[src/rtl/stopwatch_lap_timer.sv]
// -----------------------------------------------------------------------------
// stopwatch_lap_timer
//
// MM:SS stopwatch with a tick prescaler, optional count-down (timer) mode with
// a one-cycle expiry pulse, and a small show-ahead FIFO of captured lap times.
//
// Ports:
//   clk, rst_n            clock, asynchronous active-low reset
//   start, stop           start/resume and pause pulses
//   reset                 synchronous soft clear of count, state, mode, lap FIFO
//   count_down            mode select, sampled when start is accepted in IDLE
//   load, load_min/sec    preload the count while IDLE (seconds clamped to 59)
//   lap, lap_rd           push current time / pop FIFO head
//   minutes, seconds      current count
//   status                00 IDLE, 01 RUNNING, 10 PAUSED, 11 EXPIRED
//   expired               one-cycle pulse on entering EXPIRED
//   lap_valid, lap_min/sec, lap_count, lap_overflow   lap FIFO view
// -----------------------------------------------------------------------------
module stopwatch_lap_timer #(
  parameter int TICK_DIV  = 1,
  parameter int MIN_W     = 8,
  parameter int LAP_DEPTH = 4
) (
  input  logic                           clk,
  input  logic                           rst_n,
  input  logic                           start,
  input  logic                           stop,
  input  logic                           reset,
  input  logic                           count_down,
  input  logic                           load,
  input  logic [MIN_W-1:0]               load_min,
  input  logic [5:0]                     load_sec,
  input  logic                           lap,
  input  logic                           lap_rd,
  output logic [MIN_W-1:0]               minutes,
  output logic [5:0]                     seconds,
  output logic [1:0]                     status,
  output logic                           expired,
  output logic                           lap_valid,
  output logic [MIN_W-1:0]               lap_min,
  output logic [5:0]                     lap_sec,
  output logic [$clog2(LAP_DEPTH+1)-1:0] lap_count,
  output logic                           lap_overflow
);

  localparam int PRE_W = (TICK_DIV > 1) ? $clog2(TICK_DIV) : 1;
  localparam int PTR_W = $clog2(LAP_DEPTH);
  localparam int CNT_W = $clog2(LAP_DEPTH + 1);
  localparam int ENT_W = MIN_W + 6;
  localparam logic [PRE_W-1:0] PRE_MAX  = PRE_W'(TICK_DIV - 1);
  localparam logic [CNT_W-1:0] CNT_FULL = CNT_W'(LAP_DEPTH);

  typedef enum logic [1:0] {
    ST_IDLE    = 2'b00,
    ST_RUNNING = 2'b01,
    ST_PAUSED  = 2'b10,
    ST_EXPIRED = 2'b11
  } state_e;

  state_e             state_q, state_d;
  logic               mode_q, mode_d;
  logic [PRE_W-1:0]   presc_q, presc_d;
  logic [MIN_W-1:0]   min_q, min_d;
  logic [5:0]         sec_q, sec_d;
  logic               expired_q, expired_d;
  logic [PTR_W-1:0]   wr_ptr_q, wr_ptr_d;
  logic [PTR_W-1:0]   rd_ptr_q, rd_ptr_d;
  logic [CNT_W-1:0]   cnt_q, cnt_d;
  logic               ovf_q, ovf_d;
  logic [ENT_W-1:0]   mem_q [LAP_DEPTH];
  logic [ENT_W-1:0]   mem_d [LAP_DEPTH];

  // Control decode. A stop (or soft reset) in a RUNNING cycle freezes the
  // prescaler and count on that edge, so a pause never swallows a tick.
  logic run_cycle, tick, idle_start, load_ok, expire_now;
  logic push_req, push_en, pop_en, fifo_full;
  logic [ENT_W-1:0] head;

  always_comb begin
    run_cycle  = (state_q == ST_RUNNING) && !reset && !stop;
    tick       = run_cycle && (presc_q == PRE_MAX);
    idle_start = (state_q == ST_IDLE) && start && !stop && !reset &&
                 !(count_down && (min_q == '0) && (sec_q == 6'd0));
    load_ok    = (state_q == ST_IDLE) && load && !start && !stop && !reset;
    expire_now = tick && mode_q && (min_q == '0) && (sec_q == 6'd1);
  end

  // State register and all datapath flops.
  always_ff @(posedge clk or negedge rst_n) begin
    if (!rst_n) begin
      state_q   <= ST_IDLE;
      mode_q    <= 1'b0;
      presc_q   <= '0;
      min_q     <= '0;
      sec_q     <= '0;
      expired_q <= 1'b0;
      wr_ptr_q  <= '0;
      rd_ptr_q  <= '0;
      cnt_q     <= '0;
      ovf_q     <= 1'b0;
      mem_q     <= '{default: '0};
    end else begin
      state_q   <= state_d;
      mode_q    <= mode_d;
      presc_q   <= presc_d;
      min_q     <= min_d;
      sec_q     <= sec_d;
      expired_q <= expired_d;
      wr_ptr_q  <= wr_ptr_d;
      rd_ptr_q  <= rd_ptr_d;
      cnt_q     <= cnt_d;
      ovf_q     <= ovf_d;
      mem_q     <= mem_d;
    end
  end

  // Next-state logic: reset > stop > start.
  always_comb begin
    state_d = state_q;
    if (reset) begin
      state_d = ST_IDLE;
    end else begin
      unique case (state_q)
        ST_IDLE:    if (idle_start) state_d = ST_RUNNING;
        ST_RUNNING: begin
          if (stop)            state_d = ST_PAUSED;
          else if (expire_now) state_d = ST_EXPIRED;
        end
        ST_PAUSED:  if (!stop && start) state_d = ST_RUNNING;
        ST_EXPIRED: state_d = ST_EXPIRED;
        default:    state_d = ST_IDLE;
      endcase
    end
  end

  // Count, mode and prescaler.
  always_comb begin
    mode_d    = mode_q;
    presc_d   = presc_q;
    min_d     = min_q;
    sec_d     = sec_q;
    expired_d = (state_q != ST_EXPIRED) && (state_d == ST_EXPIRED);
    if (reset) begin
      mode_d  = 1'b0;
      presc_d = '0;
      min_d   = '0;
      sec_d   = '0;
    end else if (idle_start) begin
      mode_d  = count_down;
      presc_d = '0;
    end else if (load_ok) begin
      min_d = load_min;
      sec_d = (load_sec > 6'd59) ? 6'd59 : load_sec;
    end else if (tick) begin
      presc_d = '0;
      if (!mode_q) begin
        // Up count wraps (2^MIN_W-1):59 -> 00:00 through natural overflow.
        if (sec_q == 6'd59) begin
          sec_d = 6'd0;
          min_d = min_q + 1'b1;
        end else begin
          sec_d = sec_q + 6'd1;
        end
      end else begin
        if (sec_q == 6'd0) begin
          sec_d = 6'd59;
          min_d = min_q - 1'b1;
        end else begin
          sec_d = sec_q - 6'd1;
        end
      end
    end else if (run_cycle) begin
      presc_d = presc_q + 1'b1;
    end
  end

  // Lap FIFO. A push when full only succeeds if a pop frees the slot on the
  // same edge; a pop on an empty FIFO is ignored.
  always_comb begin
    mem_d     = mem_q;
    wr_ptr_d  = wr_ptr_q;
    rd_ptr_d  = rd_ptr_q;
    cnt_d     = cnt_q;
    ovf_d     = ovf_q;
    fifo_full = (cnt_q == CNT_FULL);
    pop_en    = lap_rd && (cnt_q != '0);
    push_req  = lap && ((state_q == ST_RUNNING) || (state_q == ST_PAUSED));
    push_en   = push_req && (!fifo_full || pop_en);
    if (reset) begin
      wr_ptr_d = '0;
      rd_ptr_d = '0;
      cnt_d    = '0;
      ovf_d    = 1'b0;
    end else begin
      if (push_en) begin
        mem_d[wr_ptr_q] = {min_q, sec_q};
        wr_ptr_d        = wr_ptr_q + 1'b1;
      end
      if (pop_en) begin
        rd_ptr_d = rd_ptr_q + 1'b1;
      end
      if (push_en && !pop_en) begin
        cnt_d = cnt_q + 1'b1;
      end else if (!push_en && pop_en) begin
        cnt_d = cnt_q - 1'b1;
      end
      if (push_req && fifo_full && !pop_en) begin
        ovf_d = 1'b1;
      end
    end
  end

  // Outputs; lap head is show-ahead and forced to zero while empty.
  always_comb begin
    head         = mem_q[rd_ptr_q];
    minutes      = min_q;
    seconds      = sec_q;
    status       = state_q;
    expired      = expired_q;
    lap_valid    = (cnt_q != '0);
    lap_min      = lap_valid ? head[ENT_W-1:6] : '0;
    lap_sec      = lap_valid ? head[5:0] : 6'd0;
    lap_count    = cnt_q;
    lap_overflow = ovf_q;
  end

endmodule

[config.mk]
export PLATFORM = sky130hd
export DESIGN_NAME = stopwatch_lap_timer
export DESIGN_NICKNAME = d
export VERILOG_FILES = /design/src/rtl/stopwatch_lap_timer.sv
export SDC_FILE = /design/constraint.sdc
export NUM_CORES = 1
export LEC_CHECK = 0
export CAP_MARGIN = 40
export CORE_MARGIN = 2
export CORE_UTILIZATION = 55
export CTS_CLUSTER_SIZE = 20
export DETAILED_ROUTE_END_ITERATION = 8
export PLACE_DENSITY = 0.78
export SYNTH_ARGS = -nofsm -noshare
export SYNTH_HDL_FRONTEND = slang
export SYNTH_SLANG_ARGS = --single-unit
[constraint.sdc]
create_clock -name clk -period 3.3 [get_ports clk]
set_clock_uncertainty 0.2 [all_clocks]
set_input_delay 0.66 -clock clk [delete_from_list [all_inputs] [get_ports clk]]
set_output_delay 0.66 -clock clk [all_outputs]
set_load 0.1 [all_outputs]
Word level (Yosys, flattened, before mapping):

Index checks and enable logic that the tools add are counted.

* bits in registers: 83
* input port bits: 23
* output and inout bits: 36
* word-level logic and storage cells: 138

* add/subtract/negate cells: 9
* order comparisons: 4
* eq/ne operators: 11
* multiplexer cells: 45
* bitwise logic cells: 4
* reduce and logical (&&, ||, !) cells: 51

Operators with widths (number)
* 8-bit two-way mux: 8
* 56-bit bitwise mux: 1
* 6-bit two-way mux: 9
* 14-bit two-way mux: 3
* 14-bit binary-select mux with 2-bit select: 1
* 14-bit demux with 2-bit select: 1
* 1-bit logical AND: 26
* 2-bit two-way mux: 9
* 1-bit two-way mux: 9
* 3-bit two-way mux: 3
* 3-bit nonzero test: 3
* 8-bit by 1-bit adder with 8-bit output, second input constant: 1
* 8-bit logical NOT: 1
* 2-bit case mux with 4 select lines: 1
* 2-bit nonzero test: 4
* 4-bit nonzero test: 2
* 8-bit by 1-bit subtractor with 8-bit output, second input constant: 1
* 1-bit logical NOT: 7
* 6-bit by 1-bit adder with 6-bit output, second input constant: 1
* 2-bit equality test, second input constant: 3
* 6-bit by 1-bit equality test with 1-bit output, second input constant: 1
* 6-bit equality test, second input constant: 1
* 3-bit greater-or-equal comparator, second input constant: 2
* 6-bit greater-than comparator, second input constant: 1
* other kinds (18): 25

Depth between registers and ports, before layout:

Gate-level depths: netlist of run 1.

* depth in word-level cells: 13
* depth in mapped cells: 8
* mapped depth without buffers: 8

Least setup slack after synthesis of run 1:

No wires, ideal clock.

* path type: reg-to-output
* from: register cnt_q[2] (netlist: lap_count[2])
* to: output port lap_min[3]
* arrival time: 3.256 ns
* required time: 2.440 ns
* path slack: -0.816 ns
* cell stages (with the launch flop): 5
* buffers on the path: 2
* cell sequence: dfrtp_1 > or3_1 > clkbuf_1 > clkbuf_1 > and2_1

* longest elaborated chain between the ends: 2

RTL lines
* start: declaration: RTL line 68 `logic [CNT_W-1:0] cnt_q, cnt_d;`
* start signal: assignment: RTL line 111 `cnt_q <= cnt_d;`
* 3-bit nonzero test: RTL line 220 `lap_valid = (cnt_q != '0);`
* via lap_valid: RTL line 39 `output logic lap_valid,`
* 8-bit two-way mux: RTL line 221 `lap_min = lap_valid ? head[ENT_W-1:6] : '0;`
* end: declaration: RTL line 40 `output logic [MIN_W-1:0] lap_min,`

The timed path passes the listed nets, and every way through them passes these cells.

Worst setup path in the final report of run 1:

* from: register rd_ptr_q[1]
* to: output port lap_sec[4]

* longest elaborated chain between the ends: 5

RTL lines
* start: declaration: RTL line 67 `logic [PTR_W-1:0] rd_ptr_q, rd_ptr_d;`
* start signal: assignment: RTL line 110 `rd_ptr_q <= rd_ptr_d;`
* 2-bit NOT with 3-bit output (implied by the code): RTL line 215 `head = mem_q[rd_ptr_q];`
* 14-bit binary-select mux with 2-bit select: RTL line 215
* 14-bit two-way mux (implied by the code) (2 in a row): RTL line 215
* 6-bit two-way mux: RTL line 222 `lap_sec = lap_valid ? head[5:0] : 6'd0;`
* end: declaration: RTL line 41 `output logic [5:0] lap_sec,`

Every way passes these cells. The select of a mux whose other input is x is not followed.

==> impl_results.md, run 1 <==
- Outcome: finished, final reports clean
- Syn. warnings: 0
- Critical Path AT: 2.01 ns
- Switching power: 2.65 mW
- Synthesized cell area: 4850 µm²
- Clock share of power: 0.128
- Die area: 9590 µm²
- Slew headroom: 0.465
- Worst setup startpoint: rd_ptr_q[1]$_DFFE_PN0P_
- Worst EP required: 2.44 ns
- Routability congestion estimate: 0.942
- DP Wirelength: 8.04 mm
- Main flop type after synthesis: dfrtp_1
- Clock Path Buffers: 2
- Syn Nets: 465
- Fmax: 348 MHz
- Period minus WS final: 2.87 ns
- Final antenna-violating net count: 0
- Total gr overflow: 0
- Post-synth top area cell: dfrtp_1
- Largest net degree at the start of global routing: 65
- Die span in y: 97.9 µm
- Seq pwr share: 0.284
- Max Cap Viol: 0
- Chip width: 97.9 µm
- Post-synth cell types: 64
- Vias in the first global route: 3812
- Pre-antenna DRT Iters: 4
- Number of diodes: 0
- Peak supply drop: 482 µV
- Boundary pin count: 59
- Root buffer selected by CTS: clkbuf_8
- Total CTS buffers: 9
- CTS Sinks: 83
- Final hold violation count: 0
- Post-CTS Setup Repair Bufs: 0
- Mean Syn Cell Area: 11.5 µm²
- Synth top area share: 0.428
- Tcrit/Tclk final: 0.870
- CP Class: flip-flop to primary output
- Final core utilization: 0.686
- GRT Resource Usage Total: 0.247
- Routed wire length per instance: 18.9 µm
- Startpoint Class: flip-flop
- Comb power frac: 0.588
- Final Slew Violations: 0
- Design Power: 5.25 mW
- WL final: 11.3 mm
- Worst hold-check path type: primary input to asynchronous set/reset pin
- Global-route wire length before repair: 18.9 mm
- Core area: 8640 µm²
- Filler Cell Count: 626
- DR vias: 3709
- Top post-synthesis cells by area: dfrtp_1, mux2_2, mux4_2, ha_1, and2_1
- Worst-Skew Late Latency: 0.36 ns
- Lkg Pwr: 2.66 nW
- Share of post-route cells with drive strength above 1: 0.346
- Yosys reg bits: 83
- Crit-path max FO: 15
- Port Buffer Count: 58
- # setup viols final: 0
- Multi-input gate area: 2620 µm²
- Worst-margin pin slew: 0.798 ns
- Post-synth EDFFs: 0
- Unrepaired setup endpoints after global routing: false
- Resize count post-CTS: 0
- Vias per inst: 6.18
- Cell count after synthesis: 422
- Seq/Total Area, Yosys: 0.428
- Reg-to-Reg Start: seconds[4]$_DFFE_PN0P_
- Flip-flop and latch area: 2080 µm²
- Hold Buf Count CTS: 0
- Initial Util: 0.562
- Setup TNS: 0 ns
- CTS tree: yes
- # rows: 34
- CTS clk-pin slew, worst paths: 0.10 ns
- WHS: 0.179 ns
- Ys async rst share: 1.00
- Htree depth: 3
- Antenna violations before repair: 0
- Area grow syn2layout: 22.0%
- P per Cell Area: 887 nW/µm²
- Internal Power: 2.60 mW
- Crit. End Element: primary output
- Net Sw Frac: 0.505
- Nets@finish: 530
- Drt drc: 0
- Initial DRC count: 223
## worst max-delay path, cell delays in order (launching register included)
cell	delay [ns]
dfrtp_1	0.83
mux4_2	0.42
and2_2	0.23
buf_12	0.16
## state kept, by name (all words and copies together), names as in the netlist
register / count
mode_q: 1
minutes: 8
expired: 1
status: 2
lap_count: 3
wr_ptr_q: 2
mem_q: 56
lap_overflow: 1
presc_q: 1
rd_ptr_q: 2
seconds: 6
## cells in the mapped netlist (all sizes together), types with 3 or more instances
library cell   n
nor2b          5
o21ai         16
o2bb2ai        4
o21a           3
o211ai         9
inv           15
buf            8
a31oi          5
a21oi         13
or4            5
o31ai          5
mux2i          3
a211oi        13
xnor2          5
clkbuf        18
xor2           4
or3            5
mux2          56
nand3          7
and2          18
nand2b         6
dfrtp         83
mux4          16
nor3           9
nor2          22
ha            18
nand2         16
## through the flow
step,setup slack [ns],area (µm²),std cells
after floorplan,0.126,4870,422
after global placement,0.422,5750,584
after detailed placement,0.408,5750,584
after CTS,0.416,5920,600
after global routing,0.386,5920,600
final,0.429,5920,600
## cell type report
cell class / instances / share of cell area
Multi-Input combinational cell: 298 / 0.442
Inverter: 15 / 0.00951
Sequential cell: 83 / 0.351
Clock inverter: 6 / 0.00845
Tap cell: 108 / 0.0228
Clock buffer: 10 / 0.0215
Timing Repair Buffer: 80 / 0.144
## cells by family (layout without fill, tap and decap cells)
family          Yosys count  in the layout  synth area share
compound gates           85             85             0.128
xor+xnor                  9              9            0.0162
fa+ha+maj                20             20            0.0547
buf+inv                  41            111            0.0345
flops                    83             83             0.428
mux                      75             75             0.210
simple gates            109            109             0.128
## cells in the final DEF (no fill, tap or decap), types with 7 or more instances in the layout
cell and instances:
a211oi_1 13, a21oi_1 13, and2_1 9, and2_2 9, buf_12 16, buf_4 43, clkbuf_8 9, clkdlybuf4s50_1 21
dfrtp_1 80, ha_1 18, inv_1 15, mux2_2 56, mux4_2 16, nand2_1 15, nand3_1 7, nor2_1 22
nor3_1 9, o211ai_1 8, o21ai_0 16
## power by group through the flow
stage / Sequential, mW / Combinational [mW] / Clock, mW
floorplan: 2.00 / 1.74 / 0
global placement: 1.48 / 3.03 / 0
detailed placement: 1.50 / 3.07 / 0
CTS: 1.49 / 3.09 / 0.688
global route: 1.53 / 3.27 / 0.730
finish: 1.49 / 3.09 / 0.674
## worst paths after layout
check                                         to  slack, ns  depth (start not counted)
min                            expired$_DFF_PN0_       0.18                          1
min in group clk           mem_q[16]$_DFFE_PN0P_       0.31                          1
max in group asynchronous  mem_q[28]$_DFFE_PN0P_       2.05                          2
max                                   lap_sec[4]       0.43                          3
min reg2reg                mem_q[16]$_DFFE_PN0P_       0.31                          1
max reg2reg                    expired$_DFF_PN0_       0.56                          5
## per-layer routing
metal  wire length [µm]  up-vias  GRT usage  part of all wire
li1                   -     1704          -                 -
met1               4930     1879      0.333              0.43
met2               5620      110      0.402              0.50
met3                589       16     0.0401             0.052
met4                206        0      0.100             0.018
met5                  0        -          0                 0
No activity file was read; power rests on OpenSTA's default activity.
==> inputs of run 2 (changes only) <==
--- a/config.mk
+++ b/config.mk
@@ -11,6 +11,7 @@
 export CTS_CLUSTER_SIZE = 20
 export DETAILED_ROUTE_END_ITERATION = 8
 export PLACE_DENSITY = 0.78
+export SETUP_SLACK_MARGIN = 0.15
 export SYNTH_ARGS = -nofsm -noshare
 export SYNTH_HDL_FRONTEND = slang
 export SYNTH_SLANG_ARGS = --single-unit
==> impl_results.md, run 2 (synthesized netlist as in run 1, its figures left out) <==
- Worst path cell trace: mux4_2 -> and2_1 -> buf_12
- Routability congestion estimate: 0.959 (+1.8%)
- Initial Util: 0.562 (unchanged)
- Worst-margin pin slew: 0.842 ns (+0.0446 ns)
- Worst hold-check path type: primary input to asynchronous set/reset pin
- Drt drc: 0 (unchanged)
- Resize count post-CTS: 0 (unchanged)
- Switching power: 2.66 mW (+0.26%)
- WL final: 11.5 mm (+1.8%)
- Crit. End Element: primary output
- Vias per inst: 6.19 (+0.19%)
- Setup TNS: 0 ns (unchanged)
- Root buffer selected by CTS: clkbuf_8
- Port Buffer Count: 58 (unchanged)
- Seq pwr share: 0.274 (-0.010)
- Commonest non-fill, non-tap cells in the layout: dfrtp_1, mux2_2, buf_4
- Lkg Pwr: 2.69 nW (+0.98%)
- Final Slew Violations: 0 (unchanged)
- Outcome: finished, final reports clean
- WHS: 0.138 ns (-0.0419 ns)
- Clock share of power: 0.156 (+0.028)
- Fmax: 345 MHz (-0.83%)
- Comb power frac: 0.570 (-0.018)
- Flip-flop and latch area: 2080 µm² (about the same)
- # rows: 34 (unchanged)
- Global-route wire length before repair: 19.4 mm (+2.4%)
- P per Cell Area: 911 nW/µm² (+2.7%)
- DP Wirelength: 8.13 mm (+1.2%)
- CTS tree: yes
- Initial DRC count: 178 (-20%)
- Peak supply drop: 470 µV (-2.5%)
- Die span in y: 97.9 µm (unchanged)
- Boundary pin count: 59 (unchanged)
- CTS Sinks: 83 (unchanged)
- Non-filler cells, final: 600 (unchanged)
- Largest Register: mem_q
- Final antenna-violating net count: 0 (unchanged)
- Unrepaired setup endpoints after global routing: false
- Die area: 9590 µm² (unchanged)
- # setup viols final: 0 (unchanged)
- Core area: 8640 µm² (unchanged)
- Filler Cell Count: 638 (+1.9%)
- Final core utilization: 0.691 (+0.00493)
- Worst EP required: 2.44 ns (about the same)
- Post-CTS Setup Repair Bufs: 0 (unchanged)
- Total gr overflow: 0 (unchanged)
- Placed cells: 584 (unchanged)
- Area grow syn2layout: 22.9%
- CP Class: flip-flop to primary output
- Net Sw Frac: 0.489 (-0.0157)
- Finished Cell Area: 5970 µm² (+0.72%)
- Commonest non-fill, non-tap cell in the layout: dfrtp_1
- Hold Buf Count CTS: 0 (unchanged)
- Clock Path Buffers: 2 (unchanged)
- Share of post-route cells with drive strength above 1: 0.350 (+0.00407)
- Crit-path max FO: 15 (unchanged)
- Worst-Skew Late Latency: 0.37 ns (about the same)
- Max Cap Viol: 0 (unchanged)
- Startpoint Class: flip-flop
- Slowest CP cell: dfrtp_1
- Nets@finish: 530 (unchanged)
- Total CTS buffers: 9 (unchanged)
- Multi-input gate area: 2620 µm² (unchanged)
- Chip width: 97.9 µm (unchanged)
- Vias in the first global route: 3811 (-0.026%)
- Final hold violation count: 0 (unchanged)
- Cell Area, Placed: 5730 µm² (-0.20%)
- Tcrit/Tclk final: 0.877 (+0.00728)
- Slew headroom: 0.435 (-0.0299)
- Period minus WS final: 2.90 ns (+0.0240 ns)
- Htree depth: 3 (unchanged)
- CTS clk-pin slew, worst paths: 0.09 ns (about the same)
- Pre-antenna DRT Iters: 4 (unchanged)
- Number of diodes: 0 (unchanged)
- Internal Power: 2.78 mW (+6.8%)
- GRT Resource Usage Total: 0.254 (+0.00701)
- Slowest stage delay, CP: 0.84 ns (about the same)
- DR vias: 3716 (+0.19%)
- Antenna violations before repair: 0 (unchanged)
- Critical Path AT: 2.04 ns (+0.03 ns)
- Largest net degree at the start of global routing: 57 (-12%)
- Routed wire length per instance: 19.2 µm (+1.8%)
- Max FFs per register: 56 (unchanged)
[run 2: per-layer routing]
layer	share of wire	track usage	wire [µm]
met3	0.052	0.0394	603
met5	0	0	0
met2	0.49	0.411	5720
met4	0.018	0.0897	208
met1	0.43	0.352	5020
[run 2: power by group through the flow]
stage | logic (mW) | registers, mW | clock network [mW]
global placement | 3.03 | 1.49 | 0
finish | 3.10 | 1.49 | 0.846
floorplan | 1.74 | 2.00 | 0
detailed placement | 3.09 | 1.51 | 0
global route | 3.29 | 1.53 | 0.902
CTS | 3.10 | 1.49 | 0.860
[run 2: final timing paths]
kind / startpoint / end / slack (ns) / depth (start not counted)
worst max-delay path: rd_ptr_q[1]$_DFFE_PN0P_ / lap_min[7] / 0.40 / 3
worst min-delay path: rst_n / expired$_DFF_PN0_ / 0.14 / 1
worst max register to register: seconds[4]$_DFFE_PN0P_ / expired$_DFF_PN0_ / 0.56 / 5
worst min register to register: mem_q[15]$_DFFE_PN0P_ / mem_q[15]$_DFFE_PN0P_ / 0.31 / 1
max in group asynchronous: rst_n / mem_q[50]$_DFFE_PN0P_ / 2.04 / 2
min in group clk: mem_q[15]$_DFFE_PN0P_ / mem_q[15]$_DFFE_PN0P_ / 0.31 / 1
[run 2: metrics by stage]
step / setup WS [ns] / power, mW
floorplan: 0.151 / 3.74
global placement: 0.446 / 4.52
detailed placement: 0.370 / 4.59
CTS: 0.375 / 5.45
global route: 0.361 / 5.72
finish: 0.405 / 5.44
[run 2: final cells by class]
type	count	area share
Multi-Input combinational cell	298	0.439
Sequential cell	83	0.349
Timing Repair Buffer	80	0.141
Clock buffer	10	0.0231
Tap cell	108	0.0227
Clock inverter	6	0.0157
Inverter	15	0.00944
[run 2: critical path, delay by kind of cell, from the launching register on]
| family | cells | cell delay [ns] |
|---|---|---|
| flip-flops | 1 | 0.84 |
| AND/OR/NAND/NOR | 1 | 0.21 |
| buffers and inverters | 1 | 0.17 |
| multiplexers | 1 | 0.44 |
==> inputs of run 3 (changes only) <==
--- a/config.mk
+++ b/config.mk
@@ -6,6 +6,7 @@
 export NUM_CORES = 1
 export LEC_CHECK = 0
 export CAP_MARGIN = 40
+export CORE_ASPECT_RATIO = 2
 export CORE_MARGIN = 2
 export CORE_UTILIZATION = 55
 export CTS_CLUSTER_SIZE = 20
==> impl_results.md, run 3 (synthesized netlist as in run 1, its figures left out) <==
- Outcome: finished, final reports clean
- Chip width: 70.4 µm (-28%)
- Max Cap Viol: 0 (unchanged)
- Port Buffer Count: 58 (unchanged)
- Post-CTS Setup Repair Bufs: 0 (unchanged)
- WHS: 0.0954 ns (-0.0421 ns)
- Drt drc: 0 (unchanged)
- DP Wirelength: 8.37 mm (+2.9%)
- Flip-flop and latch area: 2080 µm² (unchanged)
- Vias per inst: 6.29 (+1.6%)
- Final Slew Violations: 0 (unchanged)
- Total gr overflow: 0 (unchanged)
- Crit. End Element: primary output
- Largest Register: mem_q
- Fmax: 353 MHz (+2.4%)
- Crit-path max FO: 15 (unchanged)
- # rows: 48 (+41%)
- DR vias: 3707 (-0.24%)
- Total CTS buffers: 9 (unchanged)
- WL final: 11.5 mm (-0.71%)
- Clock Path Buffers: 2 (unchanged)
- Largest net degree at the start of global routing: 45 (-21%)
- Filler Cell Count: 634 (-0.63%)
- Initial DRC count: 235 (+32%)
- Share of post-route cells with drive strength above 1: 0.344 (-0.00604)
- Reg-to-reg slack, setup: 0.53 ns (-0.03 ns)
- Tcrit/Tclk final: 0.857 (-0.0202)
- Final antenna-violating net count: 0 (unchanged)
- CTS clk-pin slew, worst paths: 0.06 ns (-0.03 ns)
- Htree depth: 3 (unchanged)
- Final hold violation count: 0 (unchanged)
- CTS tree: yes
- Max FFs per register: 56 (unchanged)
- Reg2Reg Depth: 5 (unchanged)
- Worst setup startpoint: rd_ptr_q[1]$_DFFE_PN0P_
- GRT Resource Usage Total: 0.258 (+0.00369)
- Lkg Pwr: 2.72 nW (+1.3%)
- Global-route wire length before repair: 19.2 mm (-0.89%)
- Critical Path AT: 1.97 ns (-0.07 ns)
- Area grow syn2layout: 24.7%
- Commonest non-fill, non-tap cells in the layout: dfrtp_1, mux2_2, buf_4
- Initial Util: 0.565 (+0.00311)
- Routed wire length per instance: 19.5 µm (+1.1%)
- Final core utilization: 0.705 (+0.0139)
- End of the critical path: lap_min[4]
- Multi-input gate area: 2630 µm² (+0.24%)
- DP Worst Slack: 0.322 ns (-0.0481 ns)
- Reg-to-Reg Start: lap_count[1]$_DFFE_PN0P_
- Boundary pin count: 59 (unchanged)
- Root buffer selected by CTS: clkbuf_16
- Die span in y: 137 µm (+40%)
- P per Cell Area: 947 nW/µm² (+3.9%)
- Core area: 8590 µm² (-0.55%)
- Setup TNS: 0 ns (unchanged)
- # setup viols final: 0 (unchanged)
- Hold Buf Count CTS: 0 (unchanged)
- Routability congestion estimate: 0.892 (-7.0%)
- CTS Sinks: 83 (unchanged)
- Vias in the first global route: 3931 (+3.1%)
- Startpoint Class: flip-flop
- CP Class: flip-flop to primary output
- Worst-Skew Late Latency: 0.34 ns (-0.03 ns)
- Worst-margin pin slew: 0.738 ns (-0.104 ns)
- Finished Cell Area: 6050 µm² (+1.4%)
- Nets@finish: 527 (-0.57%)
- Pre-antenna DRT Iters: 4 (unchanged)
- Setup ws final: 0.471 ns (+0.0665 ns)
- Slew headroom: 0.508 (+0.0730)
- Resize count post-CTS: 0 (unchanged)
- Commonest non-fill, non-tap cell in the layout: dfrtp_1
- Antenna violations before repair: 0 (unchanged)
- Die area: 9640 µm² (+0.47%)
- Number of diodes: 0 (unchanged)
- Peak supply drop: 574 µV (+22%)
- Period minus WS final: 2.83 ns (-0.0665 ns)
- Capture point of the worst reg-to-reg path: lap_count[1]$_DFFE_PN0P_
- Worst EP required: 2.44 ns (about the same)
- Unrepaired setup endpoints after global routing: false
- Cell Area, Placed: 5710 µm² (-0.46%)
- Worst hold-check path type: primary input to asynchronous set/reset pin
## run 3: cell types whose count changed in the layout (fill, tap and decap cells not counted)
cell and change:
buf_4 -3, bufinv_16 +1, clkbuf_1 +2, clkbuf_16 +9, clkbuf_8 -9, inv_6 -3, nor4bb_1 -1, nor4bb_2 +1
## run 3: final cells by class
type / instances / area share
multi-input cells: 298 / 0.434
flip-flops and latches: 83 / 0.344
repair buffers: 77 / 0.135
clock buffers: 12 / 0.0407
well taps: 100 / 0.0207
clock inverters: 4 / 0.0161
inverters: 15 / 0.00930
## run 3: metal layers
metal | GRT usage | routed length [µm] | vias to the layer above
li1 | - | - | 1691
met2 | 0.470 | 6390 | 111
met3 | 0.0442 | 413 | 29
met5 | 0 | 0 | -
met1 | 0.281 | 4290 | 1876
met4 | 0.136 | 376 | 0
## run 3: worst min path at each step
stage	start	slack, ns	endpoint
floorplan	rst_n	0.16	expired$_DFF_PN0_
global placement	mem_q[27]$_DFFE_PN0P_	0.28	mem_q[27]$_DFFE_PN0P_
detailed placement	mem_q[23]$_DFFE_PN0P_	0.29	mem_q[23]$_DFFE_PN0P_
CTS	rst_n	0.11	mem_q[42]$_DFFE_PN0P_
global route	rst_n	0.14	mem_q[42]$_DFFE_PN0P_
finish	rst_n	0.1	mem_q[28]$_DFFE_PN0P_
## run 3: where the power goes
group / switching [mW] / internal, mW
clock: 0.392 / 0.760
sequential: 0.254 / 1.24
combinational: 2.01 / 1.07
total: 2.66 / 3.07
## run 3: worst max-delay path, stage by stage (launching register included)
cell     delay, ns
dfrtp_1       0.82
mux4_2        0.41
and2_2        0.23
buf_12        0.16
## run 3: per-stage QoR
stage	total power, mW	instances
2_1_floorplan	3.74	422
3_3_place_gp	4.51	572
3_5_place_dp	4.58	573
4_1_cts	5.75	589
5_1_grt	6.00	589
6_report	5.73	589
